<file path="config.mk">
export PLATFORM = sky130hd
export DESIGN_NAME = uart_rx
export DESIGN_NICKNAME = d
export VERILOG_FILES = /design/src/rtl/uart_rx.sv
export SDC_FILE = /design/constraint.sdc
export NUM_CORES = 1
export LEC_CHECK = 0
export ABC_AREA = 1
export ABC_CLOCK_PERIOD_IN_PS = 1700
export CELL_PAD_IN_SITES_DETAIL_PLACEMENT = 0
export CELL_PAD_IN_SITES_GLOBAL_PLACEMENT = 1
export CORE_ASPECT_RATIO = 0.6
export CORE_MARGIN = 1.5
export CORE_UTILIZATION = 37
export CTS_CLUSTER_SIZE = 20
export DETAILED_ROUTE_END_ITERATION = 7
export MAX_ROUTING_LAYER = met4
export PLACE_DENSITY = 0.76
export SYNTH_ARGS = -nofsm -noshare
export SYNTH_HDL_FRONTEND = slang
export SYNTH_SLANG_ARGS = --single-unit
</file>
<file path="constraint.sdc">
create_clock -name clk -period 1.7 [get_ports clk]
set_clock_uncertainty 0.2 [all_clocks]
set_input_delay 0.17 -clock clk [delete_from_list [all_inputs] [get_ports clk]]
set_output_delay 0.17 -clock clk [all_outputs]
set_load 0.02 [all_outputs]
</file>
<file path="src/rtl/uart_rx.sv">
// rtl/uart_rx.sv - 8N1 UART receiver with optional input synchronizer and parameterised bit period
module uart_rx #(
    parameter int CLKS_PER_BIT = 1,
    parameter int SYNC_STAGES  = 0
) (
    input  logic       clk,
    input  logic       rst,
    input  logic       rx_line,
    output logic [7:0] data_out,
    output logic       data_valid,
    output logic       frame_err,
    output logic       busy
);

    localparam int N  = CLKS_PER_BIT;
    localparam int H  = (N - 1) / 2;
    localparam int CW = (N > 1) ? $clog2(N) : 1;
    localparam logic [CW-1:0] CNT_LAST = CW'(N - 1);
    localparam logic [CW-1:0] CNT_HALF = CW'((H > 0) ? H - 1 : 0);

    typedef enum logic [1:0] {IDLE, START, DATA, STOP} state_t;

    logic          w_rx_s;
    state_t        r_state, w_state_nx;
    logic [CW-1:0] r_cnt, w_cnt_nx;
    logic [3:0]    r_bit, w_bit_nx;
    logic [7:0]    r_shift, w_shift_nx;
    logic [7:0]    r_data;
    logic          r_valid, r_err, r_busy;
    logic          w_done, w_bad;

    // Synchronizer flops preset to idle-high so reset never looks like a start bit.
    generate
        if (SYNC_STAGES == 0) begin : g_nosync
            assign w_rx_s = rx_line;
        end else begin : g_sync
            logic [SYNC_STAGES-1:0] r_sync;
            always_ff @(posedge clk) begin
                if (rst) begin
                    r_sync <= '1;
                end else begin
                    r_sync[0] <= rx_line;
                    for (int i = 1; i < SYNC_STAGES; i++) begin
                        r_sync[i] <= r_sync[i-1];
                    end
                end
            end
            assign w_rx_s = r_sync[SYNC_STAGES-1];
        end
    endgenerate

    always_ff @(posedge clk) begin
        if (rst) begin
            r_state <= IDLE;
            r_cnt   <= '0;
            r_bit   <= '0;
            r_shift <= '0;
            r_data  <= '0;
            r_valid <= 1'b0;
            r_err   <= 1'b0;
            r_busy  <= 1'b0;
        end else begin
            r_state <= w_state_nx;
            r_cnt   <= w_cnt_nx;
            r_bit   <= w_bit_nx;
            r_shift <= w_shift_nx;
            r_valid <= w_done;
            r_err   <= w_bad;
            r_busy  <= (w_state_nx != IDLE);
            if (w_done) begin
                r_data <= r_shift;
            end
        end
    end

    // With H = 0 the start check coincides with the falling edge, so START is skipped.
    always_comb begin
        w_state_nx = r_state;
        w_cnt_nx   = r_cnt;
        w_bit_nx   = r_bit;
        w_shift_nx = r_shift;
        w_done     = 1'b0;
        w_bad      = 1'b0;
        case (r_state)
            IDLE: begin
                if (!w_rx_s) begin
                    w_cnt_nx   = '0;
                    w_bit_nx   = '0;
                    w_state_nx = (H == 0) ? DATA : START;
                end
            end
            START: begin
                if (r_cnt == CNT_HALF) begin
                    w_cnt_nx   = '0;
                    w_state_nx = w_rx_s ? IDLE : DATA;
                end else begin
                    w_cnt_nx = r_cnt + 1'b1;
                end
            end
            DATA: begin
                if (r_cnt == CNT_LAST) begin
                    w_cnt_nx   = '0;
                    w_shift_nx = {w_rx_s, r_shift[7:1]};
                    if (r_bit == 4'd7) begin
                        w_bit_nx   = '0;
                        w_state_nx = STOP;
                    end else begin
                        w_bit_nx = r_bit + 4'd1;
                    end
                end else begin
                    w_cnt_nx = r_cnt + 1'b1;
                end
            end
            STOP: begin
                if (r_cnt == CNT_LAST) begin
                    w_cnt_nx   = '0;
                    w_state_nx = IDLE;
                    w_done     = w_rx_s;
                    w_bad      = !w_rx_s;
                end else begin
                    w_cnt_nx = r_cnt + 1'b1;
                end
            end
            default: w_state_nx = IDLE;
        endcase
    end

    assign data_out   = r_data;
    assign data_valid = r_valid;
    assign frame_err  = r_err;
    assign busy       = r_busy;

endmodule

</file>
==> flow_summary.toml, run 1 <==
[place]
dpl.hpwl_mm = 1.32
routabilityCongestion = 0.731
dp_cells = 153
io_buffers = 13

[min_path]
hp-start = "data_out[2]$_SDFFE_PP0P_"
whs_path_depth = 2
min_to = "data_out[2]$_SDFFE_PP0P_"
min_path_type = "reg -> reg"

[detailed_routing]
first_pass_iters = 4
wire_per_inst_um = 12.1
vias_per_cell = 4.78
ant_nets = 0
top_layer = "met3"
routedLengthMet1_mm = 1.04
route.detailed.drc = 0
drt_wl_total_mm = 1.89
route.met2.wl_um = 738
dr_wl_met3_um = 117
first_iter_violations = 38
num_vias = 751

[yosys]
yosys.cell_types.count = 20
yosysWarningCount = 0
syn_nets = 115
synthesis.area_um2 = 892
ys_seq_area_share_pct = 53.9
syn_avg_cell_area_um2 = 8.04
syn_inst = 111
synth-seq-cells = 24

[global_routing]
grt_pass1_vias = 636
overflow = 0
grt_max_degree = 15
grtUsageTotal_pct = 16.1
grt_pass1_wl_mm = 2.97
antenna_found_initial = 0

[clock_tree]
cts_tree = "done"
clockRootBuffer = "clkbuf_8"
cts_resized = 0
htree_levels = 1
cts_max_path_buffers = 2
clk_pin_slew_ns = 0.09
cts.repair_timing.setup_buffer_count = 0
cts_hold_buffers = 0
cts_num_sinks = 24
insertion_delay_ns = 0.27
cts_buffers = 3

[timing]
setup_viol = 0
slew_headroom_pct = 80.8
slew_violations = 0
worst_pin_slew_ns = 0.287
post-route-period-util_pct = 93.8
rsz0062_at_grt = "no"
fmax_ghz = 0.627
final_hold_viol_count = 0
fin_crit_ns = 1.59
fin_setup_tns_ns = 0

[setup_path]
cp_cell_sequence = "clkdlybuf4s50_1"
crit_path_max_incr_delay_ns = 0.61
reg2reg_setup_slack_ns = 0.38
reg2reg_from = "r_bit[0]$_SDFFE_PP0P_"
crit_type = "reg -> out"
crit_required_ns = 1.33
critPathSlowestCell = "clkdlybuf4s50_1"
crit_family = "buffers and inverters"
worstSetupStartpointType = "flop"
cp.arrival_ns = 1.22
worst-path-buf-inv = 1
crit_path_max_fanout = 2
r2r-end = "r_bit[0]$_SDFFE_PP0P_"
cp-end-kind = "primary output"
reg2reg_depth = 6

[flow_run]
drv_cap = 0

[die]
die_h_um = 41.0
start_util_pct = 40.0
coreArea_mm2 = 0.00223
dieArea_mm2 = 0.00272
ioPinCount = 14
die_x_um = 66.4
rows = 13

[pwr]
powerDensity_mw_per_mm2 = 953
ir_drop_v = 0.000626
leakagePower_nw = 0.434

[layout]
antennaDiodeCount = 0
layout-drive-gt1-share_pct = 11.8
fin_nets = 132
syn_to_final_growth_pct = 24.5
fin_cells = 157

[outcome]
status = "complete, no violations"
kinds of logic after synthesis:
family / count (synthesis) / share of synthesized area (%)
AO/OA/AOI/OAI: 19 / 11.4
adder cells (fa/ha/maj): 1 / 1.40
buffers and inverters: 9 / 4.91
flip-flops: 24 / 53.9
AND/OR/NAND/NOR: 58 / 28.5
Yosys cell counts, drive strengths merged:
master | instances | share of area, %
dfxtp | 24 | 54
nor2 | 23 | 10
nand2 | 19 | 8.6
nand3 | 12 | 7.3
a21oi | 10 | 6.0
o21ai | 8 | 4.5
inv | 6 | 2.5
buf | 3 | 2.4
a22oi | 1 | 0.84
ha | 1 | 1.4
nand4 | 1 | 0.70
nor3 | 1 | 0.56
nor4 | 1 | 0.70
or2 | 1 | 0.70
area by class of cell:
cell class              instances  area (um2)
multi-input cells              78         368
flip-flops and latches         24         480
well taps                      30        37.5
repair buffers                 15         148
fillers                       209        1120
inverters                       6        22.5
clock buffers                   4        55.1
how the worst max path moves through the flow:
stage | start | to | slack [ns] | cells after the start
floorplan | r_state[1]$_SDFF_PP0_ | data_out[0]$_SDFFE_PP0P_ | 0.44 | 5
global placement | rx_line | r_bit[3]$_SDFFE_PP0P_ | 0.19 | 5
detailed placement | rx_line | r_bit[2]$_SDFFE_PP0P_ | 0.18 | 5
CTS | r_state[1]$_SDFF_PP0_ | busy | 0.02 | 1
global route | data_out[4]$_SDFFE_PP0P_ | data_out[4] | 0.07 | 1
finish | data_out[6]$_SDFFE_PP0P_ | data_out[6] | 0.11 | 1
sequential cells by signal, summed over array words and instances, names as in the netlist:
register and cells:
frame_err 1, data_out 8, r_shift 8, data_valid 1, r_state 2, r_bit 4
through the flow:
step           utilization [%]  power, W  setup WS, ns  hold WS, ns  area [um2]
6_report                  49.9   0.00106         0.105        0.260        1110
5_1_grt                   49.9   0.00110        0.0664        0.287        1110
4_1_cts                   49.7   0.00106        0.0174        0.264        1110
3_5_place_dp              47.3  0.000684         0.176        0.251        1050
3_3_place_gp              47.3  0.000683         0.185        0.249        1050
2_1_floorplan                -  0.000659         0.438       0.0391         892
per-layer routing:
metal | vias up | GRT usage [%]
li1 | 397 | -
met1 | 334 | 21.4
met2 | 20 | 22.3
met3 | 0 | 6.87
met4 | 0 | 4.08
met5 | - | -
layout by cell type, fill, tap and decap left out, types with 2 or more instances in the layout:
cell	instances
o21ai_0	8
dfxtp_1	24
clkdlybuf4s50_1	12
nand2_2	2
buf_4	2
nand2_1	17
clkbuf_8	4
inv_2	3
nor2_1	22
a21oi_1	9
nand3_1	11
inv_1	3
power by group:
part	leakage (nW)	internal, W	switching [W]
sequential	0.195	0.000581	0.0000164
combinational	0.210	0.0000270	0.0000463
clock	0.0288	0.000207	0.000181
total	0.434	0.000815	0.000244
Power figures use the tool's default switching activity.
==> inputs of run 2 (changes only) <==
CORE_UTILIZATION = 40   (was 37)
DONT_BUFFER_PORTS = 1   (was not set)
HOLD_SLACK_MARGIN = 0.08   (was not set)
PLACE_DENSITY = 0.7   (was 0.76)
==> run 2 against run 1 <==
Compared with the run above: critical path type is now in -> reg; first-iteration DRC count down 16%; non-clock buffer count down 12; count of clock-buffer cells in the layout unchanged.
==> flow_summary.toml, run 2 (synthesis results as in run 1) <==
[die]
die_h_um = 39.6
die_x_um = 64.0
dieArea_mm2 = 0.00253
ioPinCount = 14
coreArea_mm2 = 0.00213
rows = 13
start_util_pct = 41.9

[setup_path]
worstSetupStartpointType = "input pin"
crit_type = "in -> reg"
reg2reg_depth = 5
cp.arrival_ns = 1.55
crit_path_max_fanout = 12
reg2reg_from = "r_state[1]$_SDFF_PP0_"
r2r-end = "data_out[4]$_SDFFE_PP0P_"
crit_required_ns = 1.70
cp-end-kind = "flop"
reg2reg_setup_slack_ns = 0.34

[pwr]
clkPwrFrac_pct = 35.9
internal_power_w = 0.000811
p_seq_share_pct = 57.5
p_switching_w = 0.000228
comb_power_share_pct = 6.6
swShare_pct = 22.0
ir_drop_v = 0.000570
leakagePower_nw = 0.389
powerDensity_mw_per_mm2 = 1050

[place]
io_buffers = 0
dpl.hpwl_mm = 1.20
dp_slack_ns = 0.400
routabilityCongestion = 0.813
dp_cells = 139

[detailed_routing]
vias_per_cell = 4.79
first_pass_iters = 4
drt_wl_total_mm = 1.74
num_vias = 695
route.detailed.drc = 0
wire_per_inst_um = 12.0
ant_nets = 0
first_iter_violations = 32

[layout]
fill_cells = 216
fin_nets = 120
layout-drive-gt1-share_pct = 12.2
multi_input_area_um2 = 368
antennaDiodeCount = 0
regArea_um2 = 480
layout_common_cells = "24 x dfxtp_1, 22 x nor2_1, 17 x nand2_1"
final_common_cell = "dfxtp_1"
syn_to_final_growth_pct = 11.4
fin_cells = 145

[timing]
rsz0062_at_grt = "no"
setup_viol = 0
setup_slack_ns = 0.149
fin_setup_tns_ns = 0
fmax_ghz = 0.645
final_hold_viol_count = 0
slew_violations = 0
slew_headroom_pct = 59.6
post-route-period-util_pct = 91.2
worst_pin_slew_ns = 0.606
fin_crit_ns = 1.55

[flow_run]
drv_cap = 0

[clock_tree]
htree_levels = 1
cts_tree = "done"
cts_num_sinks = 24
cts_max_path_buffers = 2
clockRootBuffer = "clkbuf_8"
clk_pin_slew_ns = 0.08
insertion_delay_ns = 0.26
cts.repair_timing.setup_buffer_count = 0
cts_buffers = 3

[global_routing]
overflow = 0
grt_max_degree = 16
grt_pass1_wl_mm = 2.71
grt_pass1_vias = 530
antenna_found_initial = 0
grtUsageTotal_pct = 15.8

[min_path]
min_to = "data_out[0]$_SDFFE_PP0P_"
whs_path_depth = 2
hp-start = "r_shift[0]$_SDFFE_PP0P_"
min_path_type = "reg -> reg"

[outcome]
status = "complete, no violations"
==> run 2: changes by cell type in the layout (fill, tap and decap cells not counted), sizes merged <==
cell | before | now
clkdlybuf4s50 | 12 | 0
buf | 2 | 1
dlygate4sd3 | 0 | 1
dlymetal6s2s | 1 | 0
dlymetal6s4s | 0 | 1
==> run 2: area by class of cell <==
class,count,area share (%)
Clock buffer,4,5.54
Timing Repair Buffer,3,3.02
Sequential cell,24,48.4
Multi-Input combinational cell,78,37.0
Inverter,6,2.27
Tap cell,30,3.78
==> run 2: worst max-delay path by stage <==
stage	to	cells past startpoint	slack, ns	start
final	r_bit[3]$_SDFFE_PP0P_	5	0.15	rx_line
after global routing	r_bit[3]$_SDFFE_PP0P_	5	0.05	rx_line
after CTS	r_shift[6]$_SDFFE_PP0P_	4	0.01	rst
after detailed placement	r_bit[3]$_SDFFE_PP0P_	6	0.40	r_bit[0]$_SDFFE_PP0P_
after global placement	data_out[5]$_SDFFE_PP0P_	5	0.41	r_state[1]$_SDFF_PP0_
after floorplan	data_out[0]$_SDFFE_PP0P_	5	0.44	r_state[1]$_SDFF_PP0_
==> run 2: power groups by stage <==
stage | clock, W | combinational (W) | sequential (W)
after floorplan | 0 | 0.0000510 | 0.000608
after global placement | 0 | 0.0000545 | 0.000610
after detailed placement | 0 | 0.0000551 | 0.000610
after CTS | 0.000385 | 0.0000690 | 0.000597
after global routing | 0.000415 | 0.0000786 | 0.000600
final | 0.000373 | 0.0000690 | 0.000597
==> run 2: through the flow <==
| stage | instance area [um2] | util, % | hold slack [ns] | power (W) |
|---|---|---|---|---|
| after floorplan | 892 | - | 0.0391 | 0.000659 |
| after global placement | 916 | 43.0 | 0.0345 | 0.000665 |
| after detailed placement | 916 | 43.0 | 0.0378 | 0.000665 |
| after CTS | 991 | 46.5 | 0.303 | 0.00105 |
| after global routing | 993 | 46.6 | 0.330 | 0.00109 |
| final | 993 | 46.6 | 0.298 | 0.00104 |
==> run 2: worst max-delay path: stages <==
cell and delay (ns):
dlygate4sd3_1 0.85, nand2_1 0.17, nand2_1 0.15, nand2_1 0.08
a21oi_2 0.12
==> run 2: layer usage <==
layer | wire (um) | up-vias | GRT usage, %
met3 | 83 | 2 | 6.90
met4 | 14 | 0 | 3.26
li1 | - | 374 | -
met1 | 987 | 306 | 22.0
met5 | 0 | - | -
met2 | 658 | 13 | 20.6
==> run 2: timing repair <==
| action | CTS | global route |
|---|---|---|
| setup endpoints to repair | 0 | 5 |
| hold buffers | 2 | 0 |
| gates resized for setup | 0 | 1 |
| hold endpoints to repair | 24 | 0 |
